--- config.mk ---
export PLATFORM = sky130hd
export DESIGN_NAME = d_fetch_queue
export DESIGN_NICKNAME = d
export VERILOG_FILES = /design/src/rtl/d_fetch_queue.sv
export SDC_FILE = /design/constraint.sdc
export NUM_CORES = 1
export LEC_CHECK = 0
export BUFFER_PORTS_ARGS = -buffer_cell sky130_fd_sc_hd__buf_4
export CORE_MARGIN = 3
export CORE_UTILIZATION = 55
export DETAILED_ROUTE_END_ITERATION = 10
export PLACE_DENSITY_LB_ADDON = 0.15
export SYNTH_ARGS = -nofsm -noshare
export SYNTH_HDL_FRONTEND = slang
export SYNTH_SLANG_ARGS = --single-unit
--- constraint.sdc ---
create_clock -name clk -period 3.24 [get_ports clk]
set_input_delay 0.648 -clock clk [delete_from_list [all_inputs] [get_ports clk]]
set_output_delay 0.648 -clock clk [all_outputs]
set_load 0.03 [all_outputs]
--- src/rtl/d_fetch_queue.sv ---
// Decode-side instruction fetch queue: DEPTH-entry FIFO of {instr, pc} with split MIPS-style head fields.
// Optional macro D_IMM_EXT_EN adds sign/zero/lui-extended immediate outputs.
module d_fetch_queue #(
   parameter int DEPTH = 4,
   parameter int PC_W  = 32
) (
   input  logic                       clk,
   input  logic                       reset,
   input  logic                       F_valid,
   input  logic [31:0]                F_instr,
   input  logic [PC_W-1:0]            F_pc,
   output logic                       F_ready,
   input  logic                       D_stall,
   input  logic                       flush,
   output logic                       D_valid,
   output logic [31:0]                D_instr,
   output logic [PC_W-1:0]            D_pc,
   output logic [5:0]                 D_opcode,
   output logic [4:0]                 D_rs,
   output logic [4:0]                 D_rt,
   output logic [4:0]                 D_rd,
   output logic [4:0]                 D_shamt,
   output logic [5:0]                 D_func,
   output logic [15:0]                D_imm16,
   output logic [25:0]                D_imm26,
`ifdef D_IMM_EXT_EN
   output logic [31:0]                D_imm32_sext,
   output logic [31:0]                D_imm32_zext,
   output logic [31:0]                D_imm32_lui,
`endif
   output logic [$clog2(DEPTH):0]     count
);

   localparam int AW = $clog2(DEPTH);
   localparam int CW = AW + 1;

   logic [31:0]      r_instr [DEPTH];
   logic [PC_W-1:0]  r_pc    [DEPTH];
   logic [AW-1:0]    r_wptr;
   logic [AW-1:0]    r_rptr;
   logic [CW-1:0]    r_count;

   logic             w_push;
   logic             w_pop;
   logic [31:0]      w_head_instr;
   logic [PC_W-1:0]  w_head_pc;

   // No pass-through: a full queue refuses even if the head pops this cycle.
   assign F_ready = (r_count < CW'(DEPTH));
   assign D_valid = (r_count != '0);
   assign count   = r_count;

   assign w_push  = F_valid && F_ready && !flush;
   assign w_pop   = D_valid && !D_stall && !flush;

   // NOTE: sequential state uses non-blocking assignments so every flop samples pre-edge values.
   always_ff @(posedge clk or posedge reset) begin
      if (reset) begin
         r_wptr  <= '0;
         r_rptr  <= '0;
         r_count <= '0;
      end else if (flush) begin
         r_wptr  <= '0;
         r_rptr  <= '0;
         r_count <= '0;
      end else begin
         if (w_push) r_wptr <= r_wptr + AW'(1);
         if (w_pop)  r_rptr <= r_rptr + AW'(1);
         case ({w_push, w_pop})
            2'b10:   r_count <= r_count + CW'(1);
            2'b01:   r_count <= r_count - CW'(1);
            default: r_count <= r_count;
         endcase
      end
   end

   // NOTE: storage is deliberately not reset; stale entries are unreachable once count is 0.
   always_ff @(posedge clk) begin
      if (w_push) begin
         r_instr[r_wptr] <= F_instr;
         r_pc[r_wptr]    <= F_pc;
      end
   end

   // Head is gated by D_valid so an empty queue presents an all-zero nop.
   assign w_head_instr = D_valid ? r_instr[r_rptr] : '0;
   assign w_head_pc    = D_valid ? r_pc[r_rptr]    : '0;

   assign D_instr  = w_head_instr;
   assign D_pc     = w_head_pc;
   assign D_opcode = w_head_instr[31:26];
   assign D_rs     = w_head_instr[25:21];
   assign D_rt     = w_head_instr[20:16];
   assign D_rd     = w_head_instr[15:11];
   assign D_shamt  = w_head_instr[10:6];
   assign D_func   = w_head_instr[5:0];
   assign D_imm16  = w_head_instr[15:0];
   assign D_imm26  = w_head_instr[25:0];

`ifdef D_IMM_EXT_EN
   assign D_imm32_sext = {{16{w_head_instr[15]}}, w_head_instr[15:0]};
   assign D_imm32_zext = {16'h0000, w_head_instr[15:0]};
   assign D_imm32_lui  = {w_head_instr[15:0], 16'h0000};
`endif

endmodule
-- Word level (Yosys, flattened, before mapping)
Memory sizes are Yosys's and may differ from the RTL's.
Cells that the tools add are included.
- flip-flop bits (word level): 7
- RAM bits: 256
- input port bits: 69
- output and inout bits: 143
- logic and storage cells: 32
- memories kept: 2
- add/sub/neg operators: 4
- $lt $le $gt $ge: 1
- eq/ne operators: 2
- mux-type cells: 10
- reductions and logical operators: 10
- memory list (name ; depth ; width ; rd ports ; clocked after Yosys merged registers in ; write ports ; line ; source):
    r_instr ; 4 ; 32 ; 1 ; 0 ; 1 ; 37 ; logic [31:0] r_instr [DEPTH];
    r_pc ; 4 ; 32 ; 1 ; 0 ; 1 ; 38 ; logic [PC_W-1:0] r_pc [DEPTH];
- operator list (kind ; count):
    $mux 32 ; 2
    $mux 2 ; 4
    $pmux 3 s2 ; 1
    $reduce_bool 3->1 ; 2
    $add 2x1->2 const B ; 2
    $logic_and 1x1->1 ; 4
    $reduce_bool 2->1 ; 2
    $add 3x1->3 const B ; 1
    $lt 3x3->1 const B ; 1
    $mux 3 ; 1
    $sub 3x1->3 const B ; 1
    $eq 2x1->1 const B ; 1
    $eq 2x2->1 const B ; 1
    $logic_not 1->1 ; 2
    $mux 1 ; 2

-- Depth between registers and ports, before layout
Gate-level depths: netlist of run 1.
- word-level depth: 6
- mapped depth: 9
- mapped depth without buffers: 7

-- Least setup slack after synthesis of run 1
Ideal clock, no wire load.
- kind: flip-flop to flip-flop
- start: register r_count[2] (netlist: count[2])
- end: memory r_instr[0][0], enable pin
- setup time: 0.429 ns
- data arrival time: 2.528 ns
- required time: 2.811 ns
- slack: 0.283 ns
- stages on the path, launching flop included: 5
- path buffers: 1
- clock period less this slack: 2.957 ns
- cells stage by stage: dfrtp_1 -> buf_2 -> nand2b_1 -> nor2_1 -> and2_1
- longest elaborated chain between the ends: 5
- RTL lines (item ; line ; source):
    from (decl) ; 41 ; logic [CW-1:0] r_count;
    from (signal assigned) ; 70 ; 2'b10: r_count <= r_count + CW'(1);
    from (signal assigned) ; 71 ; 2'b01: r_count <= r_count - CW'(1);
    from (signal assigned) ; 72 ; default: r_count <= r_count;
    $lt 3x3->1 ; 49 ; assign F_ready = (r_count < CW'(DEPTH));
    $logic_and 1x1->1 (2 in series) ; 53 ; assign w_push = F_valid && F_ready && !flush;
    $mux 1 ; 79 ; if (w_push) begin
    $mux 1 (not written as such) ; 80 ; r_instr[r_wptr] <= F_instr;
    to (decl) ; 37 ;
No other way between the ends.

-- Worst setup path in the final report of run 1
- start: register r_count[0] (netlist: count[0])
- end: output D_imm26[4]
- longest elaborated chain between the ends: 2
- RTL lines (item ; line ; source):
    $reduce_bool 3->1 ; 50 ; assign D_valid = (r_count != '0);
    $mux 32 ; 86 ; assign w_head_instr = D_valid ? r_instr[r_rptr] : '0;
    to (decl) ; 25 ; output logic [25:0] D_imm26,
No other way between the ends.

==> results.json, run 1 <==
{
  "crit_path_max_fanout": 26,
  "crit_arrival_ns": 2.31,
  "grt_first_pass_wirelength_um": 31200,
  "yosysSeqAreaShare_pct": 72.9,
  "status": "finished clean",
  "crit_top_cell": "buf_4",
  "synth_edf_count": 256,
  "hold_class": "input port to async pin",
  "required_ns": 2.59,
  "portBuffers": 211,
  "cts_tree": "done",
  "initialDrtViolationCount": 291,
  "diodes": 0,
  "syn_area_per_cell_um2": 19.7,
  "fin_ws_ns": 0.282,
  "postCtsSetupBuffers": 0,
  "die_area_um2": 21300,
  "tritoncts.num_buffers": 26,
  "fp-row-count": 50,
  "skew_ns": 0.0106,
  "clock-sinks": 263,
  "report.final.hold_viol_count": 0,
  "tightest_slew_ns": 0.585,
  "worst_setup_path_start_kind": "register",
  "dpl_worst_slack_ns": 0.767,
  "hold_ws_ns": 0.0905,
  "start_util_pct": 56.7,
  "ys_ff_latch": 263,
  "dr.pass1.iters": 4,
  "cpMaxStageDelayCell": "dfrtp_1",
  "syn_nets": 621,
  "path_clk_slew_ns": 0.06,
  "p_leak_nw": 4.59,
  "root_buffer": "clkbuf_16",
  "post_cts_resized": 0,
  "ys_types": 31,
  "grt-ovfl-total": 0,
  "placed_cell_area_um2": 12100,
  "clock_path_buffers": 3,
  "final_area_um2": 12900,
  "post-route-drc-count": 0,
  "hpwl_um": 12400,
  "fin_tns_setup_ns": 0,
  "avgViaCountPerCell": 5.41,
  "grt_use_total_pct": 18.6,
  "rsz0062_at_grt": "no",
  "synth_flop_cell": "edfxtp_1",
  "worstSetupEndpointType": "primary output",
  "async_reset_ff_share_pct": 2.66,
  "max_stage_delay_ns": 0.55,
  "io_pins": 212,
  "drv_cap": 0,
  "setup_viol": 0,
  "core_area_um2": 19000,
  "drv_slew": 0,
  "max_freq_mhz": 338,
  "ys_warn_count": 0,
  "cp_cell_sequence": "nor3_2, inv_2, buf_4, and2_1, buf_4",
  "fin_crit_sh_pct": 91.3,
  "clk_latency_ns": 0.51,
  "vias": 5266,
  "htreeDepth": 1,
  "fillers": 1289,
  "relSlewSlack_pct": 61.0,
  "finalPower_w": 0.00879,
  "wl_per_cell_um": 20.5,
  "period_needed_ns": 2.96,
  "vdd_drop_max_mv": 0.668,
  "grt_max_degree": 44,
  "ant_nets": 0,
  "seq_area_um2": 7870,
  "fin_nets": 770,
  "netlist_instances": 547,
  "multiInputGateArea_um2": 2170,
  "p_per_area_nw_per_um2": 682,
  "globalplace.congestion": 0.746,
  "drive_above_1_share_pct": 45.7,
  "grt_pass1_vias": 5663,
  "drt_wl_total_um": 19900,
  "die_h_um": 146,
  "postCtsHoldBufs": 0,
  "syn_area_um2": 10800,
  "die_width_um": 146,
  "grt_antenna_before_repair": 0,
  "crit_type": "register to primary output",
  "syn2layout_area_growth_pct": 19.4
}
[cell families (layout without fill, tap and decap cells)]
group / Yosys count / after routing / share of synthesized area, %
AOI/OAI and AO/OA: 13 / 13 / 0.742
xor gates and xnor gates: 3 / 3 / 0.244
adders and majority gates: 5 / 5 / 0.649
buffers and inverters: 108 / 274 / 7.15
DFF: 263 / 263 / 72.9
muxes: 64 / 64 / 13.4
and+or+nand+nor: 91 / 91 / 5.00
[cell type report]
| type | instances | area share [%] |
|---|---|---|
| sequential | 263 | 61.1 |
| tap | 260 | 2.53 |
| multi-input combinational | 176 | 16.8 |
| timing repair buffer | 222 | 13.5 |
| clock buffer | 32 | 5.39 |
| inverter | 7 | 0.204 |
| clock inverter | 13 | 0.427 |
[worst max-delay path, delay by kind of cell, from the launching register on]
family | cells | cell delay [ns]
buffers and inverters | 3 | 0.87
flip-flops | 1 | 0.55
AND/OR/NAND/NOR | 2 | 0.37
[power breakdown]
part	total (W)	internal [W]	switching, W	leakage (nW)
clock	0.00263	0.00150	0.00112	0.371
combinational	0.00224	0.000865	0.00138	1.80
sequential	0.00392	0.00387	0.0000526	2.41
[final timing paths]
check | cells past startpoint | slack, ns | to | startpoint
min | 2 | 0.09 | count[0] | reset
max | 5 | 0.28 | D_imm26[4] | count[0]
min in group clk | 1 | 0.33 | r_pc[0][25] | F_pc[25]
max in group asynchronous | 2 | 2.88 | r_rptr[0] | reset
min reg2reg | 2 | 0.60 | r_wptr[1] | r_wptr[1]
max reg2reg | 4 | 1.00 | r_pc[0][19] | count[2]
[cells in the final DEF (no fill, tap or decap), drive strengths merged, types with 2 or more instances in the layout]
master,netlist,final
a21oi,2,2
and2,68,68
buf,90,222
clkbuf,11,32
clkinv,0,13
dfrtp,7,7
edfxtp,256,256
ha,4,4
inv,7,7
mux4,64,64
nand2,8,8
nand2b,2,2
nand3,2,2
nor2,5,5
nor4,2,2
o21ai,6,6
xnor2,2,2
[synthesized netlist by cell type (all sizes together) (4+ instances only)]
library cell,instances,area share (%)
clkbuf,11,0.38
mux4,64,13
o21ai,6,0.28
inv,7,0.24
nand2,8,0.28
buf,90,6.5
and2,68,3.9
ha,4,0.46
dfrtp,7,1.6
nor2,5,0.17
edfxtp,256,71
[per-layer routing]
layer,wire length (µm),global-route usage [%],vias up
met4,454,4.94,0
li1,-,-,2344
met5,0,0,-
met2,10500,33.2,204
met1,7300,22.2,2684
met3,1660,5.65,34
[flip-flops by register name, summed over array words and instances, names as in the netlist]
signal   cells
r_instr    128
r_wptr       2
count        3
r_rptr       2
r_pc       128
[metrics by stage]
stage               cells  utilization, %
global placement      928            63.8
CTS                   973            67.7
finish                973            67.7
global route          973            67.7
floorplan             547               -
detailed placement    928            63.8
Note: power is estimated with default switching activity, not from simulation.
==> inputs of run 2 (changes only) <==
- RECOVER_POWER: default -> 50
==> results.json, run 2 (synthesis results as in run 1) <==
{
  "status": "finished clean",
  "rrSetupSlack_ns": 0.50,
  "dpl_worst_slack_ns": 0.767,
  "fillers": 1350,
  "p_leak_nw": 4.35,
  "wl_per_cell_um": 20.4,
  "multiInputGateArea_um2": 2160,
  "setup_viol": 0,
  "crit_path_max_fanout": 26,
  "postCtsSetupBuffers": 0,
  "die_width_um": 146,
  "critical_path.endpoint": "D_imm26[4]",
  "grt-ovfl-total": 0,
  "portBuffers": 211,
  "crit_type": "register to primary output",
  "path_clk_slew_ns": 0.06,
  "skew_ns": 0.00996,
  "initialDrtViolationCount": 274,
  "core_area_um2": 19000,
  "crit_path_start": "count[0]",
  "cts_tree": "done",
  "globalplace.congestion": 0.746,
  "worst_setup_path_start_kind": "register",
  "vdd_drop_max_mv": 0.668,
  "die_h_um": 146,
  "ant_nets": 0,
  "r2r-end": "r_pc[2][29]",
  "start_util_pct": 56.7,
  "clk_latency_ns": 0.51,
  "grt_use_total_pct": 18.6,
  "grt_antenna_before_repair": 1,
  "relSlewSlack_pct": 5.26,
  "fp-row-count": 50,
  "fin_crit_sh_pct": 91.6,
  "grt_first_pass_wirelength_um": 31200,
  "final_common_cell": "edfxtp_1",
  "worstRegToRegCells": 4,
  "final_area_um2": 12600,
  "dr.pass1.iters": 6,
  "fin_tns_setup_ns": 0,
  "avgViaCountPerCell": 5.42,
  "period_needed_ns": 2.97,
  "hpwl_um": 12400,
  "p_per_area_nw_per_um2": 693,
  "hold_class": "input port to async pin",
  "max_freq_mhz": 337,
  "rsz0062_at_grt": "no",
  "post_cts_resized": 0,
  "fin_nets": 770,
  "root_buffer": "clkbuf_16",
  "io_pins": 212,
  "tritoncts.num_buffers": 26,
  "tightest_slew_ns": 1.42,
  "final_cell_mix": "edfxtp_1, buf_4, clkbuf_1",
  "clock_path_buffers": 3,
  "fin_ws_ns": 0.271,
  "post-route-drc-count": 0,
  "placed_cell_area_um2": 12100,
  "die_area_um2": 21300,
  "drt_wl_total_um": 19900,
  "seq_area_um2": 7870,
  "report.final.hold_viol_count": 0,
  "hold_ws_ns": 0.0916,
  "timing.rr.start": "count[2]",
  "drv_cap": 0,
  "syn2layout_area_growth_pct": 17.1,
  "crit_arrival_ns": 2.32,
  "drv_slew": 0,
  "required_ns": 2.59,
  "grt_max_degree": 44,
  "worstSetupEndpointType": "primary output",
  "drive_above_1_share_pct": 36.3,
  "clock-sinks": 263,
  "grt_pass1_vias": 5663,
  "htreeDepth": 1,
  "postCtsHoldBufs": 0,
  "vias": 5281
}
[run 2: stage by stage]
stage / power, W / utilization (%) / std cells
2_1_floorplan: 0.00569 / - / 547
3_3_place_gp: 0.00623 / 63.8 / 928
3_5_place_dp: 0.00626 / 63.8 / 928
4_1_cts: 0.00890 / 67.7 / 973
5_1_grt: 0.00909 / 66.4 / 973
6_report: 0.00876 / 66.4 / 974
[run 2: critical path, stage by stage, from the launching register on]
cell and delay [ns]:
dfrtp_1 0.55, nor3_2 0.13, inv_2 0.34, buf_4 0.35, and2_1 0.24, buf_4 0.18
[run 2: final cells by class]
| cell class | instances | share of cell area [%] |
|---|---|---|
| timing repair buffer | 222 | 11.9 |
| inverter | 7 | 0.208 |
| clock inverter | 13 | 0.436 |
| antenna | 1 | 0.0198 |
| clock buffer | 32 | 5.50 |
| tap | 260 | 2.57 |
| multi-input combinational | 176 | 17.1 |
| sequential | 263 | 62.3 |
[run 2: per-layer routing]
metal / track usage (%) / share of wire [%] / up-vias
met4: 4.94 / 2.2 / 2
met1: 22.2 / 37 / 2717
met5: 0 / 0.045 / -
met2: 33.2 / 52 / 182
met3: 5.65 / 7.9 / 35
li1: - / - / 2345
[run 2: how the worst min path moves through the flow]
stage | startpoint | end | slack, ns | cells after the start
final | reset | count[0] | 0.09 | 2
after detailed placement | r_wptr[1] | r_wptr[1] | 0.59 | 2
after CTS | reset | count[0] | 0.07 | 2
after global placement | r_wptr[1] | r_wptr[1] | 0.56 | 2
after floorplan | reset | count[0] | 0.45 | 1
after global routing | reset | count[0] | 0.09 | 2
[run 2: power by group]
group          internal (W)  leakage, nW  total [W]  switching [W]
registers           0.00387         2.41    0.00392      0.0000526
clock network       0.00150        0.371    0.00263        0.00113
logic              0.000831         1.56    0.00221        0.00138
total               0.00620         4.35    0.00876        0.00256
